--- src/rtl/dmem_arb_pkg.sv ---
// Shared types and constants for the data-memory arbiter.
package dmem_arb_pkg;

    typedef enum logic [1:0] {
        ARB_CPU     = 2'd0,
        ARB_BURST   = 2'd1,
        ARB_RELEASE = 2'd2
    } arb_state_e;

    localparam logic [2:0] DMA_FUNCT3 = 3'b010;

endpackage

--- src/rtl/dmem_arb_stats.sv ---
// Saturating activity counters for the data-memory arbiter (DMEM_ARB_STATS_EN builds).
module dmem_arb_stats (
    input  logic        clk,
    input  logic        reset,
    input  logic        stall,
    input  logic        beat,
    output logic [15:0] stat_stall_cnt,
    output logic [15:0] stat_dma_beats
);

    always_ff @(posedge clk or negedge reset) begin
        if (!reset) begin
            stat_stall_cnt <= '0;
            stat_dma_beats <= '0;
        end else begin
            if (stall && (stat_stall_cnt != '1))
                stat_stall_cnt <= stat_stall_cnt + 16'd1;
            if (beat && (stat_dma_beats != '1))
                stat_dma_beats <= stat_dma_beats + 16'd1;
        end
    end

endmodule

--- src/rtl/dmem_arbiter.sv ---
// Single-port data-memory arbiter: CPU MEM stage vs. DMA master, bounded DMA bursts.
// Optional statistics counters when DMEM_ARB_STATS_EN is defined.
module dmem_arbiter
    import dmem_arb_pkg::*;
#(
    parameter int DATA_W     = 32,
    parameter int DM_ADDRESS = 9,
    parameter int BURST_MAX  = 8,
    parameter int STARVE_LIM = 4
) (
    input  logic                  clk,
    input  logic                  reset,
    input  logic                  cpu_rd,
    input  logic                  cpu_wr,
    input  logic [DM_ADDRESS-1:0] cpu_addr,
    input  logic [DATA_W-1:0]     cpu_wdata,
    input  logic [2:0]            cpu_funct3,
    output logic                  cpu_stall,
    output logic [DATA_W-1:0]     cpu_rdata,
    input  logic                  dma_req,
    input  logic                  dma_we,
    input  logic                  dma_last,
    input  logic [DM_ADDRESS-1:0] dma_addr,
    input  logic [DATA_W-1:0]     dma_wdata,
    output logic                  dma_gnt,
    output logic                  dma_rvalid,
    output logic [DATA_W-1:0]     dma_rdata,
    output logic                  mem_rd,
    output logic                  mem_wr,
    output logic [DM_ADDRESS-1:0] mem_addr,
    output logic [DATA_W-1:0]     mem_wdata,
    output logic [2:0]            mem_funct3,
    input  logic [DATA_W-1:0]     mem_rdata
`ifdef DMEM_ARB_STATS_EN
    ,
    output logic [15:0]           stat_stall_cnt,
    output logic [15:0]           stat_dma_beats
`endif
);

    localparam int unsigned BW = $clog2(BURST_MAX + 1);
    localparam int unsigned SW = $clog2(STARVE_LIM + 1);
    localparam logic [BW-1:0] BEAT_LAST  = BW'(BURST_MAX - 1);
    localparam logic [SW-1:0] STARVE_MAX = SW'(STARVE_LIM);

    arb_state_e    state_q, state_d;
    logic [BW-1:0] beat_q, beat_d;
    logic [SW-1:0] starve_q, starve_d;
    logic          cpu_pend, gnt_raw, gnt_cpu;

    assign cpu_pend  = cpu_rd | cpu_wr;
    // Gating with reset keeps the memory idle while reset is held.
    assign dma_gnt   = gnt_raw & reset;
    assign gnt_cpu   = cpu_pend & ~dma_gnt & reset;
    assign cpu_stall = cpu_pend & dma_gnt;
    assign cpu_rdata = mem_rdata;

    always_comb begin
        gnt_raw = 1'b0;
        state_d = state_q;
        beat_d  = beat_q;
        case (state_q)
            ARB_CPU: begin
                gnt_raw = dma_req & (~cpu_pend | (starve_q == STARVE_MAX));
                if (gnt_raw && !dma_last) begin
                    if (BURST_MAX == 1) begin
                        state_d = ARB_RELEASE;
                    end else begin
                        state_d = ARB_BURST;
                        beat_d  = BW'(1);
                    end
                end
            end
            ARB_BURST: begin
                gnt_raw = dma_req;
                if (!dma_req || dma_last) begin
                    state_d = ARB_CPU;
                    beat_d  = '0;
                end else if (beat_q == BEAT_LAST) begin
                    state_d = ARB_RELEASE;
                end else begin
                    beat_d = beat_q + BW'(1);
                end
            end
            ARB_RELEASE: begin
                gnt_raw = dma_req & ~cpu_pend;
                state_d = ARB_CPU;
                beat_d  = '0;
            end
            default: begin
                state_d = ARB_CPU;
                beat_d  = '0;
            end
        endcase
    end

    always_comb begin
        starve_d = '0;
        if (dma_req && !dma_gnt)
            starve_d = (starve_q == STARVE_MAX) ? starve_q : starve_q + SW'(1);
    end

    always_comb begin
        mem_rd     = 1'b0;
        mem_wr     = 1'b0;
        mem_addr   = cpu_addr;
        mem_wdata  = cpu_wdata;
        mem_funct3 = cpu_funct3;
        if (dma_gnt) begin
            mem_rd     = ~dma_we;
            mem_wr     = dma_we;
            mem_addr   = dma_addr;
            mem_wdata  = dma_wdata;
            mem_funct3 = DMA_FUNCT3;
        end else if (gnt_cpu) begin
            mem_rd = cpu_rd;
            mem_wr = cpu_wr;
        end
    end

    always_ff @(posedge clk or negedge reset) begin
        if (!reset) begin
            state_q    <= ARB_CPU;
            beat_q     <= '0;
            starve_q   <= '0;
            dma_rvalid <= 1'b0;
            dma_rdata  <= '0;
        end else begin
            state_q    <= state_d;
            beat_q     <= beat_d;
            starve_q   <= starve_d;
            dma_rvalid <= dma_gnt & ~dma_we;
            if (dma_gnt && !dma_we)
                dma_rdata <= mem_rdata;
        end
    end

`ifdef DMEM_ARB_STATS_EN
    dmem_arb_stats u_stats (
        .clk            (clk),
        .reset          (reset),
        .stall          (cpu_stall),
        .beat           (dma_gnt),
        .stat_stall_cnt (stat_stall_cnt),
        .stat_dma_beats (stat_dma_beats)
    );
`endif

endmodule

--- config.mk ---
export PLATFORM = sky130hd
export DESIGN_NAME = dmem_arbiter
export DESIGN_NICKNAME = d
export VERILOG_FILES = /design/src/rtl/dmem_arb_pkg.sv /design/src/rtl/dmem_arb_stats.sv /design/src/rtl/dmem_arbiter.sv
export SDC_FILE = /design/constraint.sdc
export NUM_CORES = 1
export LEC_CHECK = 0
export ABC_AREA = 1
export CAP_MARGIN = 20
export CORE_MARGIN = 1.5
export CORE_UTILIZATION = 35
export CTS_CLUSTER_SIZE = 25
export DETAILED_ROUTE_END_ITERATION = 16
export PLACE_DENSITY = 0.87
export SLEW_MARGIN = 20
export SYNTH_ARGS = -nofsm -noshare
export SYNTH_HDL_FRONTEND = slang
export SYNTH_HIERARCHICAL = 1
export SYNTH_SLANG_ARGS = --single-unit
export TNS_END_PERCENT = 30
--- constraint.sdc ---
create_clock -name clk -period 3.4 [get_ports clk]
set_clock_uncertainty 0.15 [all_clocks]
set_input_delay 0.51 -clock clk [delete_from_list [all_inputs] [get_ports clk]]
set_output_delay 0.51 -clock clk [all_outputs]
set_load 0.005 [all_outputs]
==> impl_results.md, run 1 <==
* Status: finished, final reports clean
* Setup Viol. Count Final at 0
* Final cycle utilization of the critical path at 95.5%
* Setup Buffers After CTS at 0
* Worst slack, placed at 0.191 ns
* Hold slack at 0.337 ns
* FF+latch count, synth at 42
* Hold path cells at 2
* DRC viols at 0
* Startpoint types: register
* Leak at 0.00236 uW
* Worst Setup End Kind: output port
* GPL Wtd Cong at 0.955
* DR WL met3 at 963 um
* Syn_nets at 514
* Initial core utilization at 35.9%
* Register area share after synthesis at 38.1%
* IO Pins at 237
* VDD IR max at 0.255 mV
* Share of post-route cells with drive strength above 1 at 4.79%
* Clock transition at path regs at 0.09 ns
* Final Hold Viols at 0
* Worst-case clock buffer depth at 2
* Max Clk Rate at 308 MHz
* Hold EP: dma_rdata[1]$_DFFE_PN0P_
* I/O Buffers at 236
* Antenna Violating Nets Remaining at 0
* Reg2reg end: starve_q[1]$_DFFE_PN0P_
* Rel. slew slack at 49.0%
* Max-Cap Viols at 0
* R2r setup slk at 1.34 ns
* Clock latency on the worst-skew pair at 0.30 ns
* Chip height at 91.8 um
* H-tree depth at 2
* Total core area at 0.00769 mm2
* GR Util All Layers at 24.0%
* Total Wirelength at 10500 um
* Gr ovfl total at 0
* R2r startpoint: starve_q[0]$_DFFE_PN0P_
* Via density at 4.73
* Final WS setup at 0.153 ns
* Vias in the first global route at 3177
* R2R cell count at 10
* Pre-antenna DRT Iters at 4
* Global-route wire length before repair at 15900 um
* Initial DRC count at 158
* Kind of critical path: reg2out
* RSZ-0062 raised after global routing: no
* Pwr Density at 412 mW/mm2
* Die Area at 0.00842 mm2
* Slew @ Worst Pin at 0.765 ns
* Synth warn at 6
* Commonest non-fill, non-tap cell in the layout: clkdlybuf4s50_1
* Root Driver: clkbuf_8
* Crit path required time at 2.74 ns
* Layout area overhead at 81.2%
* Syn Inst Count at 387
* Library cells used by synthesis at 26
* Initial antenna violation count at 0
* Dpl hpwl at 8080 um
* Critical path arrival at 2.59 ns
* Sink Count at 42
* Met2 WL post-DR at 5030 um
* CTS tree: done
* Fin. max-slew vios at 0
* Post-Syn Area at 0.00276 mm2
* Hold_sp: dma_rdata[1]$_DFFE_PN0P_
* Ant diodes at 0
* Largest fanout on the critical path at 46
* Met1 WL at 4290 um
* Final nets at 710
* Max layer used: met4
* Pin count of the biggest net entering global routing at 71
* Setup TNS Final at 0 ns
* Mapped Avg Cell Area at 7.13 um2
* Site Rows at 32
* WL per Instance at 15.3 um
* Die Wd at 91.8 um
* Hold/Removal Path Class: reg2reg
* Most frequent cells in the layout: 235 x clkdlybuf4s50_1, 206 x nand2_1, 42 x dfrtp_1
* Via count at 3248
* TritonCTS Buffers at 5
* Post-route minimum period at 3.25 ns
[per-layer routing]
metal	track usage, %	up-vias
met3	7.30	18
met2	42.6	161
li1	-	1579
met4	7.31	0
met5	0	-
met1	27.6	1490
[kinds of logic after synthesis]
| family | Yosys count | share of synthesized area (%) |
|---|---|---|
| xor+xnor | 2 | 0.635 |
| compound gates | 11 | 2.54 |
| buf+inv | 69 | 16.8 |
| flops | 42 | 38.1 |
| fa+ha+maj | 3 | 1.36 |
| simple gates | 260 | 40.6 |
[state kept, by name, indices dropped and copies added, names as in the netlist]
name and cells:
dma_rvalid 1, starve_q 3, dma_rdata 32, state_q 2, beat_q 4
[cells in the mapped netlist, drive strengths merged]
cell type	count	area, um2
a21oi	3	26.3
buf	48	384
clkbuf	6	22.5
clkinv	1	3.75
dfrtp	42	1050
ha	3	37.5
inv	14	52.6
nand2	210	803
nand3	5	30.0
nand4	36	240
nor2	7	33.8
o21ai	8	43.8
or2	2	12.5
xnor2	1	8.76
xor2	1	8.76
[through the flow]
step           instances  cell area [um2]  power [uW]  util, %
3_3_place_gp         677             4890        1700     63.7
2_1_floorplan        387             2760        1090        -
3_5_place_dp         677             4890        1720     63.7
5_1_grt              686             5000        2190     65.0
4_1_cts              686             5000        2080     65.0
6_report             686             5000        2060     65.0
[power by group]
part	internal [uW]	switching, uW
Sequential	658	95.1
Clock	147	198
Combinational	599	364
[cell type report]
class	instances	area, um2
Fill cell	649	2690
Sequential cell	42	1050
Clock buffer	5	68.8
Tap cell	102	128
Multi-Input combinational cell	276	1240
Clock inverter	3	23.8
Inverter	15	58.8
Timing Repair Buffer	243	2420
[worst max-delay path: stages, from the launching register on]
cell and delay [ns]:
dfrtp_1 0.37, inv_1 0.08, ha_1 0.22, nand2_2 0.13
nand2_2 0.06, nand2_2 0.11, nand2_4 0.07, nand3_2 0.10
buf_4 0.41, nand2_1 0.12, nand2_1 0.12, clkdlybuf4s50_1 0.50
[how the worst max path moves through the flow]
stage	to	slack (ns)	start
final	mem_addr[5]	0.15	starve_q[0]$_DFFE_PN0P_
after CTS	mem_wdata[20]	0.18	starve_q[0]$_DFFE_PN0P_
after floorplan	cpu_stall	1.37	starve_q[0]$_DFFE_PN0P_
after global routing	mem_wdata[5]	0.01	cpu_wr
after detailed placement	mem_wdata[5]	0.19	cpu_wr
after global placement	mem_addr[8]	0.21	cpu_wr
[timing repair]
item,4_1_cts,5_1_grt
hold buffers,1,0
endpoints found under the hold margin,4,0
setup endpoints to repair,0,2
resized for setup,0,1
(Power assumes the default switching activity.)
==> run 2, diff against run 1 <==
--- a/config.mk
+++ b/config.mk
@@ -12,6 +12,7 @@
 export CTS_CLUSTER_SIZE = 25
 export DETAILED_ROUTE_END_ITERATION = 16
 export PLACE_DENSITY = 0.87
+export SKIP_CTS_REPAIR_TIMING = 1
 export SLEW_MARGIN = 20
 export SYNTH_ARGS = -nofsm -noshare
 export SYNTH_HDL_FRONTEND = slang
==> results of run 2 <==
Same layout as run 1: the final DEF is identical, and so are final timing and power.
Among the figures that moved: via count of the first global-routing pass 3177 -> 3169; overall routing resource usage 24.0% -> 23.9%; met2 usage 42.6% -> 42.5%
